`src/rtl/box_pixel_gen.sv`:
```
// Movable coloured boxes over a background: per-pixel hit test with index priority,
// positions updated once per frame by a small FSM, colours cycled on dcolor edges.
module box_pixel_gen #(
   parameter int          NUM_BOXES = 2,
   parameter int          BOX_W     = 64,
   parameter int          BOX_H     = 48,
   parameter int          STEP      = 4,
   parameter int          H_ACTIVE  = 640,
   parameter int          V_ACTIVE  = 480,
   parameter logic [23:0] BG_COLOR  = 24'h000000
) (
   input  logic        rfr_clk,
   input  logic        reset,
   input  logic        video_on,
   input  logic [11:0] pixel_cnt,
   input  logic [11:0] line_cnt,
   input  logic [1:0]  sel_box,
   input  logic        move_up,
   input  logic        move_down,
   input  logic        move_left,
   input  logic        move_right,
   input  logic        dcolor,
   output logic [7:0]  p_red,
   output logic [7:0]  p_green,
   output logic [7:0]  p_blue
);

   localparam logic [11:0] X_MAX  = 12'(H_ACTIVE - BOX_W);
   localparam logic [11:0] Y_MAX  = 12'(V_ACTIVE - BOX_H);
   localparam logic [11:0] STEP_V = 12'(STEP);

   typedef enum logic [1:0] {IDLE, SAMPLE, APPLY} state_t;

   state_t state_q, state_d;

   // latched move request, bit order {up, down, left, right}
   logic [1:0] lsel_q, lsel_d;
   logic [3:0] lmv_q, lmv_d;

   logic [NUM_BOXES-1:0][11:0] x_q, x_d;
   logic [NUM_BOXES-1:0][11:0] y_q, y_d;
   logic [NUM_BOXES-1:0][2:0]  idx_q, idx_d;

   logic        dcol_q;
   logic        vid_q;
   logic [23:0] rgb_q, rgb_d;

   logic frame_tick, dcol_rise, apply;

   function automatic logic [23:0] palette(input logic [2:0] idx);
      logic [23:0] c;
      case (idx)
         3'd0:    c = 24'hFF0000;
         3'd1:    c = 24'h00FF00;
         3'd2:    c = 24'h0000FF;
         3'd3:    c = 24'hFFFF00;
         3'd4:    c = 24'h00FFFF;
         3'd5:    c = 24'hFF00FF;
         3'd6:    c = 24'hFFFFFF;
         default: c = 24'h808080;
      endcase
      return c;
   endfunction

   function automatic logic [11:0] inc_clamp(input logic [11:0] v, input logic [11:0] lim);
      logic [12:0] s;
      s = {1'b0, v} + {1'b0, STEP_V};
      return (s > {1'b0, lim}) ? lim : s[11:0];
   endfunction

   function automatic logic [11:0] dec_clamp(input logic [11:0] v);
      return (v < STEP_V) ? 12'd0 : v - STEP_V;
   endfunction

   assign frame_tick = (line_cnt == 12'(V_ACTIVE)) && (pixel_cnt == 12'd0);
   assign dcol_rise  = dcolor & ~dcol_q;

   always_comb begin
      state_d = state_q;
      lsel_d  = lsel_q;
      lmv_d   = lmv_q;
      apply   = 1'b0;
      case (state_q)
         IDLE:   if (frame_tick) state_d = SAMPLE;
         SAMPLE: begin
            lsel_d  = sel_box;
            lmv_d   = {move_up, move_down, move_left, move_right};
            state_d = APPLY;
         end
         APPLY: begin
            apply   = 1'b1;
            state_d = IDLE;
         end
         default: state_d = IDLE;
      endcase
   end

   // Opposing requests cancel; orthogonal ones both apply.
   always_comb begin
      x_d   = x_q;
      y_d   = y_q;
      idx_d = idx_q;
      for (int i = 0; i < NUM_BOXES; i++) begin
         if (apply && lsel_q == 2'(i)) begin
            if (lmv_q[0] && !lmv_q[1])      x_d[i] = inc_clamp(x_q[i], X_MAX);
            else if (lmv_q[1] && !lmv_q[0]) x_d[i] = dec_clamp(x_q[i]);
            if (lmv_q[2] && !lmv_q[3])      y_d[i] = inc_clamp(y_q[i], Y_MAX);
            else if (lmv_q[3] && !lmv_q[2]) y_d[i] = dec_clamp(y_q[i]);
         end
         if (dcol_rise && sel_box == 2'(i)) idx_d[i] = idx_q[i] + 3'd1;
      end
   end

   // Scan from highest index down so the lowest-index hit ends up winning.
   always_comb begin
      rgb_d = BG_COLOR;
      for (int i = NUM_BOXES - 1; i >= 0; i--) begin
         if (({1'b0, pixel_cnt} >= {1'b0, x_q[i]}) &&
             ({1'b0, pixel_cnt} <= {1'b0, x_q[i]} + 13'(BOX_W - 1)) &&
             ({1'b0, line_cnt}  >= {1'b0, y_q[i]}) &&
             ({1'b0, line_cnt}  <= {1'b0, y_q[i]} + 13'(BOX_H - 1)))
            rgb_d = palette(idx_q[i]);
      end
   end

   always_ff @(posedge rfr_clk) begin
      if (reset) begin
         state_q <= IDLE;
         lsel_q  <= 2'd0;
         lmv_q   <= 4'd0;
         dcol_q  <= 1'b0;
         vid_q   <= 1'b0;
         rgb_q   <= 24'h0;
         for (int i = 0; i < NUM_BOXES; i++) begin
            x_q[i]   <= 12'(i * (BOX_W + 16));
            y_q[i]   <= 12'd0;
            idx_q[i] <= 3'(i);
         end
      end else begin
         state_q <= state_d;
         lsel_q  <= lsel_d;
         lmv_q   <= lmv_d;
         dcol_q  <= dcolor;
         vid_q   <= video_on;
         rgb_q   <= rgb_d;
         x_q     <= x_d;
         y_q     <= y_d;
         idx_q   <= idx_d;
      end
   end

   assign {p_red, p_green, p_blue} = vid_q ? rgb_q : 24'h000000;

endmodule
```
`config.mk`:
```
export PLATFORM = sky130hd
export DESIGN_NAME = box_pixel_gen
export DESIGN_NICKNAME = d
export VERILOG_FILES = /design/src/rtl/box_pixel_gen.sv
export SDC_FILE = /design/constraint.sdc
export NUM_CORES = 1
export LEC_CHECK = 0
export ABC_AREA = 1
export CAP_MARGIN = 15
export CELL_PAD_IN_SITES_DETAIL_PLACEMENT = 0
export CELL_PAD_IN_SITES_GLOBAL_PLACEMENT = 1
export CORE_MARGIN = 2
export CORE_UTILIZATION = 40
export CTS_BUF_LIST = sky130_fd_sc_hd__clkbuf_8 sky130_fd_sc_hd__clkbuf_16
export DETAILED_ROUTE_END_ITERATION = 12
export GPL_TIMING_DRIVEN = 1
export PLACE_DENSITY_LB_ADDON = 0.1
export SLEW_MARGIN = 0
export SYNTH_ARGS = -nofsm -noshare
export SYNTH_HDL_FRONTEND = slang
export SYNTH_SLANG_ARGS = --single-unit
```
`constraint.sdc`:
```
create_clock -name rfr_clk -period 3 [get_ports rfr_clk]
set_input_delay 0.6 -clock rfr_clk [delete_from_list [all_inputs] [get_ports rfr_clk]]
set_output_delay 0.6 -clock rfr_clk [all_outputs]
set_load 0.1 [all_outputs]
```
# Word level (Yosys, flattened, before mapping)
# Index checks and enable logic that the tools add are counted.
word_totals:
  input_bits: 34
  elab_cells: 117
  output_inout_bits: 24
  register_bits: 88
classes:
  bitwise: 2
  n_mux: 24
  n_eq_ne: 18
  n_reduce_logical: 31
  order_cmp: 16
  n_addsub: 14
ops:
  columns: ["op", "n"]
  rows:
  - ["one-hot mux 24 bit (7 select lines)", 2]
  - ["2-to-1 mux 12 bit", 16]
  - ["2-to-1 mux 24 bit", 3]
  - ["adder 12 x 3 -> 13 bit, second input constant", 4]
  - ["adder 12 x 6 -> 13 bit, second input constant", 4]
  - ["less-or-equal comparator 12 x 13 -> 1 bit", 4]
  - [">= comparator 12 bit", 4]
  - ["< comparator 12 x 3 -> 1 bit, second input constant", 4]
  - ["subtractor 12 x 3 -> 12 bit, second input constant", 4]
  - ["greater-than comparator 13 x 10 -> 1 bit, second input constant", 2]
  - ["greater-than comparator 13 x 9 -> 1 bit, second input constant", 2]
  - ["equality test 3 bit, second input constant", 6]
  - ["logical AND 1 bit", 15]
  - ["equality test 12 x 9 -> 1 bit, second input constant", 1]
  - ["equality test 3 x 2 -> 1 bit, second input constant", 4]
  - ["logical NOT 12 bit", 1]
  - ["AND reduction 2 bit", 4]
  - ["adder 3 x 1 -> 3 bit, second input constant", 2]
  - ["equality test 2 x 1 -> 1 bit, second input constant", 3]
  - ["equality test 3 x 1 -> 1 bit, second input constant", 2]
  - ["logical NOT 2 bit", 3]
  - ["logical NOT 3 bit", 2]
  - ["logical NOT 1 bit", 4]
  - ["one-hot mux 2 bit (2 select lines)", 1]
  - ["other kinds (7)", 8]

# Longest topological paths before layout
logic_depth:
  depth_word: 7
  ltp_mapped: 22

# Worst setup path before layout
# OpenSTA, ideal clock, no wires.
synth_timing:
  path_type: "reg2reg"
  startpoint: "reg y_q[2] in the netlist's numbering"
  endpoint: "reg rgb_q[14]"
  setup_time_ps: 71
  required_ps: 2929
  arrival_ps: 2512
  path_stages_with_launch: 18
  period_less_slack_ps: 2583
  path_buffers: 0
  slack_ps: 417
  path_cell_list: "dfxtp_1 > inv_1 > ha_1 > or2_2 > nand2_1 > nand4_1 > xor2_1 > ha_1 > nand2_1 > nor2_1 > nand2_1 > nand2_1 > nand2_1 > a21oi_1 > nor2_4 > nor2_1 > nand2_1 > a21oi_1"
synth_via:
  elab_chain_len: 4
  elab_cells_between_ends: 6
  classes_between: "1 x add/sub; 2 x order compare; 1 x mux; 2 x reduce/logical"
synth_rtl:
  columns: ["item", "line", "text"]
  rows:
  - ["start, declared", "41", "logic [NUM_BOXES-1:0][11:0] y_q, y_d;"]
  - ["start signal, assigned", "147", "y_q <= y_d;"]
  - ["adder 12 x 6 -> 13 bit or >= comparator 12 bit (tied branches)", "121, 120", null]
  - ["less-or-equal comparator 12 x 13 -> 1 bit or logical AND 1 bit (tied branches)", "121, 119", null]
  - ["logical AND 1 bit *", "120", "({1'b0, line_cnt} >= {1'b0, y_q[i]}) &&"]
  - ["2-to-1 mux 24 bit *", "118", "if (({1'b0, pixel_cnt} >= {1'b0, x_q[i]}) &&"]
  - ["end signal, assigned", "145", "rgb_q <= rgb_d;"]
  - ["end, declared", "46", "logic [23:0] rgb_q, rgb_d;"]
# Every way passes the cells marked *; elsewhere a longest branch is shown, timed or not.
# A chain may end at the register's enable or synchronous reset.

# Final worst setup path
layout_timing:
  startpoint: "reg y_q[3] in the netlist's numbering"
  endpoint: "reg rgb_q[14]"
# Same word-level chain as after synthesis.

==> reports/metrics.yaml <==
clock_tree:
  clkTransAtPathRegs_ns: 0.06
  cts_root_buf: "clkbuf_16"
  cts_tree: "yes"
  cts_hold_buf: 0
  cts_buffers: 9
  clkSinkCount: 62
  clock_path_buffers: 2
  clock_latency_ns: 0.34
  cts_setup_buffers: 0
  htreeDepth: 3
finish:
  fin_nets: 1286
  drive_gt1_share_pct: 10.1
  area_delta_synth_final_pct: 15.1
  fin_util_pct: 47.2
  insertedDiodeCount: 0
  finalInstanceArea_sq_um: 8190
timing:
  period_needed_ns: 2.72
  grt_setup_unrepaired: "false"
  relSlewSlack_pct: 65.2
  min_period_over_period_pct: 90.7
  skew_ns: 0.0102
  final-setup-viol-count: 0
  setup-tns-final_ns: 0
  tightest_slew_ns: 0.523
  slew_violations: 0
  fmax_mhz: 368
  whs_ns: 0.465
  hold_viol: 0
yosys:
  syn-cell-area_sq_um: 7120
  ys_types: 40
  ys_async_sr_fraction_pct: 0
  synth_edf_count: 0
  yosysMostFrequentCell: "nand2_1"
  synth_top_area_share_pct: 18.1
  synth-seq-area-share_pct: 17.4
  ys.flop_type: "dfxtp_1"
  syn_nets: 1238
  yosys-top-cells-area: "ha_1 (18%), dfxtp_1 (17%), nand2_1 (13%), xor2_1 (8.2%), inv_1 (6.9%)"
  avgSynthCellArea_sq_um: 6.47
  synth_common_cells: "nand2_1 (242), inv_1 (130), ha_1 (103)"
  yosys.area.top_type: "ha_1"
  synth_seq_cells: 62
  ys_warn_count: 0
  synth_cells: 1101
drt:
  avgRoutedWirePerCell_microns: 14.5
  routed_wl_microns: 20000
  antenna_left: 0
  drc_errors: 0
  vias_per_cell: 5.01
  num_vias: 6903
  drt_iter0_markers: 405
  firstDrtPassIters: 5
critical_path:
  critPathRequiredTime_ns: 3.27
  cp_top_family: "simple AND/OR/NAND/NOR gates"
  cp_num_buf_inv: 1
  crit_fanout: 5
  crit_slowest_cell: "dfxtp_1"
  end_kind: "flop"
  crit_path_start_kind: "flop"
  critPathKind: "reg2reg"
  path_depth: 15
  r2r_cells: 15
  rrSetupSlack_ns: 0.28
  crit_chain: "inv_1 > ha_1 > or2_2 > nand2_1 > nand4_1 > xor2_1 > ha_1 > nand2_1 > nor2_2 > nand4_1 > a21oi_4 > nor2_2 > nor2_1 > nand2_1 > a21oi_1"
  r2r_end: "rgb_q[14]"
  reg2reg_from: "y_q[3]"
  crit_top_cell: "nand2_1"
  crit_arrival_ns: 3.00
  critical_path.max_stage_delay_ns: 0.39
global_routing:
  gr-total-overflow: 0
  antenna_found_initial: 0
  grt_start_max_net_pins: 47
  grt_pass1_vias: 6386
  grt_use_total_pct: 22.1
  grt_pass1_wl_microns: 32700
die:
  dieArea_sq_um: 18900
  fp.dieH_microns: 137
  die_w_microns: 137
  initial_utilization_pct: 41.0
  core_area_sq_um: 17400
  ios: 58
  rows: 48
pwr:
  peakVddDrop_uv: 266
  leakagePower_nw: 3.90
  powerDensity_nw_per_um2: 282
place:
  placed_area_sq_um: 7840
  port_buffers: 57
  hpwlAfterDp_microns: 15900
  gp_congestion: 0.824
hold_path:
  min_path_cells: 2
  hold_class: "reg2reg"
  hold_end: "lmv_q[3]"
  hp-start: "lmv_q[3]"
flow_run:
  cap_violations: 0
run_status:
  status: "finished, final reports clean"
==> per-stage QoR <==
step	worst slack [ns]	power (mW)	instances
CTS	0.113	2.34	1378
global route	0.0134	2.42	1379
global placement	0.196	1.17	1362
finish	0.280	2.31	1379
detailed placement	0.137	1.17	1362
floorplan	0.417	1.05	1101
==> final cells by class <==
cell class              instances  area, sq um
clock inverters                 7         97.6
flip-flops and latches         62         1240
repair buffers                 83          706
inverters                     147          557
clock buffers                   9          225
well taps                     225          282
fillers                      1822         9160
multi-input cells             846         5080
==> how the worst max path moves through the flow <==
| stage | slack (ns) | to | start |
|---|---|---|---|
| 2_1_floorplan | 0.42 | rgb_q[14] | y_q[2] |
| 4_1_cts | 0.11 | rgb_q[14] | y_q[3] |
| 3_3_place_gp | 0.20 | rgb_q[23] | y_q[3] |
| 3_5_place_dp | 0.14 | rgb_q[14] | y_q[3] |
| 5_1_grt | 0.01 | rgb_q[22] | y_q[2] |
| 6_report | 0.28 | rgb_q[14] | y_q[3] |
==> kinds of logic (layout without fill, tap and decap cells) <==
family                     count (synthesis)  in the layout  synth area share (%)
and+or+nand+nor                          485            486                  30.2
buffers and inverters                    194            246                  11.6
AOI/OAI and AO/OA                        187            187                  13.9
adders and majority gates                103            103                  18.1
xor gates and xnor gates                  70             70                  8.72
DFF                                       62             62                  17.4
==> worst min-delay path: cells and delay by family (launching register included) <==
family / cells / cell delay, ns
compound gates: 1 / 0.06
flops: 1 / 0.29
buf+inv: 1 / 0.07
==> layer usage <==
layer | up-vias | GRT usage (%) | wire (microns) | share of wire, %
met4 | 0 | 5.96 | 294 | 1.5
met5 | - | 0 | 0 | 0
met1 | 3079 | 33.1 | 10400 | 52
met3 | 20 | 3.24 | 794 | 4.0
met2 | 119 | 32.8 | 8430 | 42
li1 | 3685 | - | - | -
==> sequential cells by signal (all words and copies together) (netlist names) <==
register and flops:
x_q 20, y_q 20, idx_q 6, rgb_q 6
lmv_q 4, lsel_q 2, state_q 2, dcol_q 1
vid_q 1
==> power breakdown <==
part	leakage [nW]	internal, mW	total [mW]	switching, mW
logic	3.24	0.130	0.322	0.192
registers	0.501	0.831	0.837	0.00611
clock network	0.157	0.730	1.16	0.425
==> cells in the final DEF, fill, tap and decap left out, drive strengths merged, types with 6 or more instances in the layout <==
cell type      instances
dfxtp                 62
nand3                 75
xor2                  68
clkbuf                 9
a21oi                 93
o21ai                 73
buf                   50
nand2                247
inv                  146
nor4                   6
nor3                  23
ha                   103
nand4                 20
nor2                 106
clkdlybuf4s50         33
==> timing repair <==
| item | CTS | global route |
|---|---|---|
| setup endpoints to repair | 0 | 6 |
| resized for setup | 0 | 7 |
| hold endpoints to repair | 0 | 0 |
(Power assumes the default switching activity.)
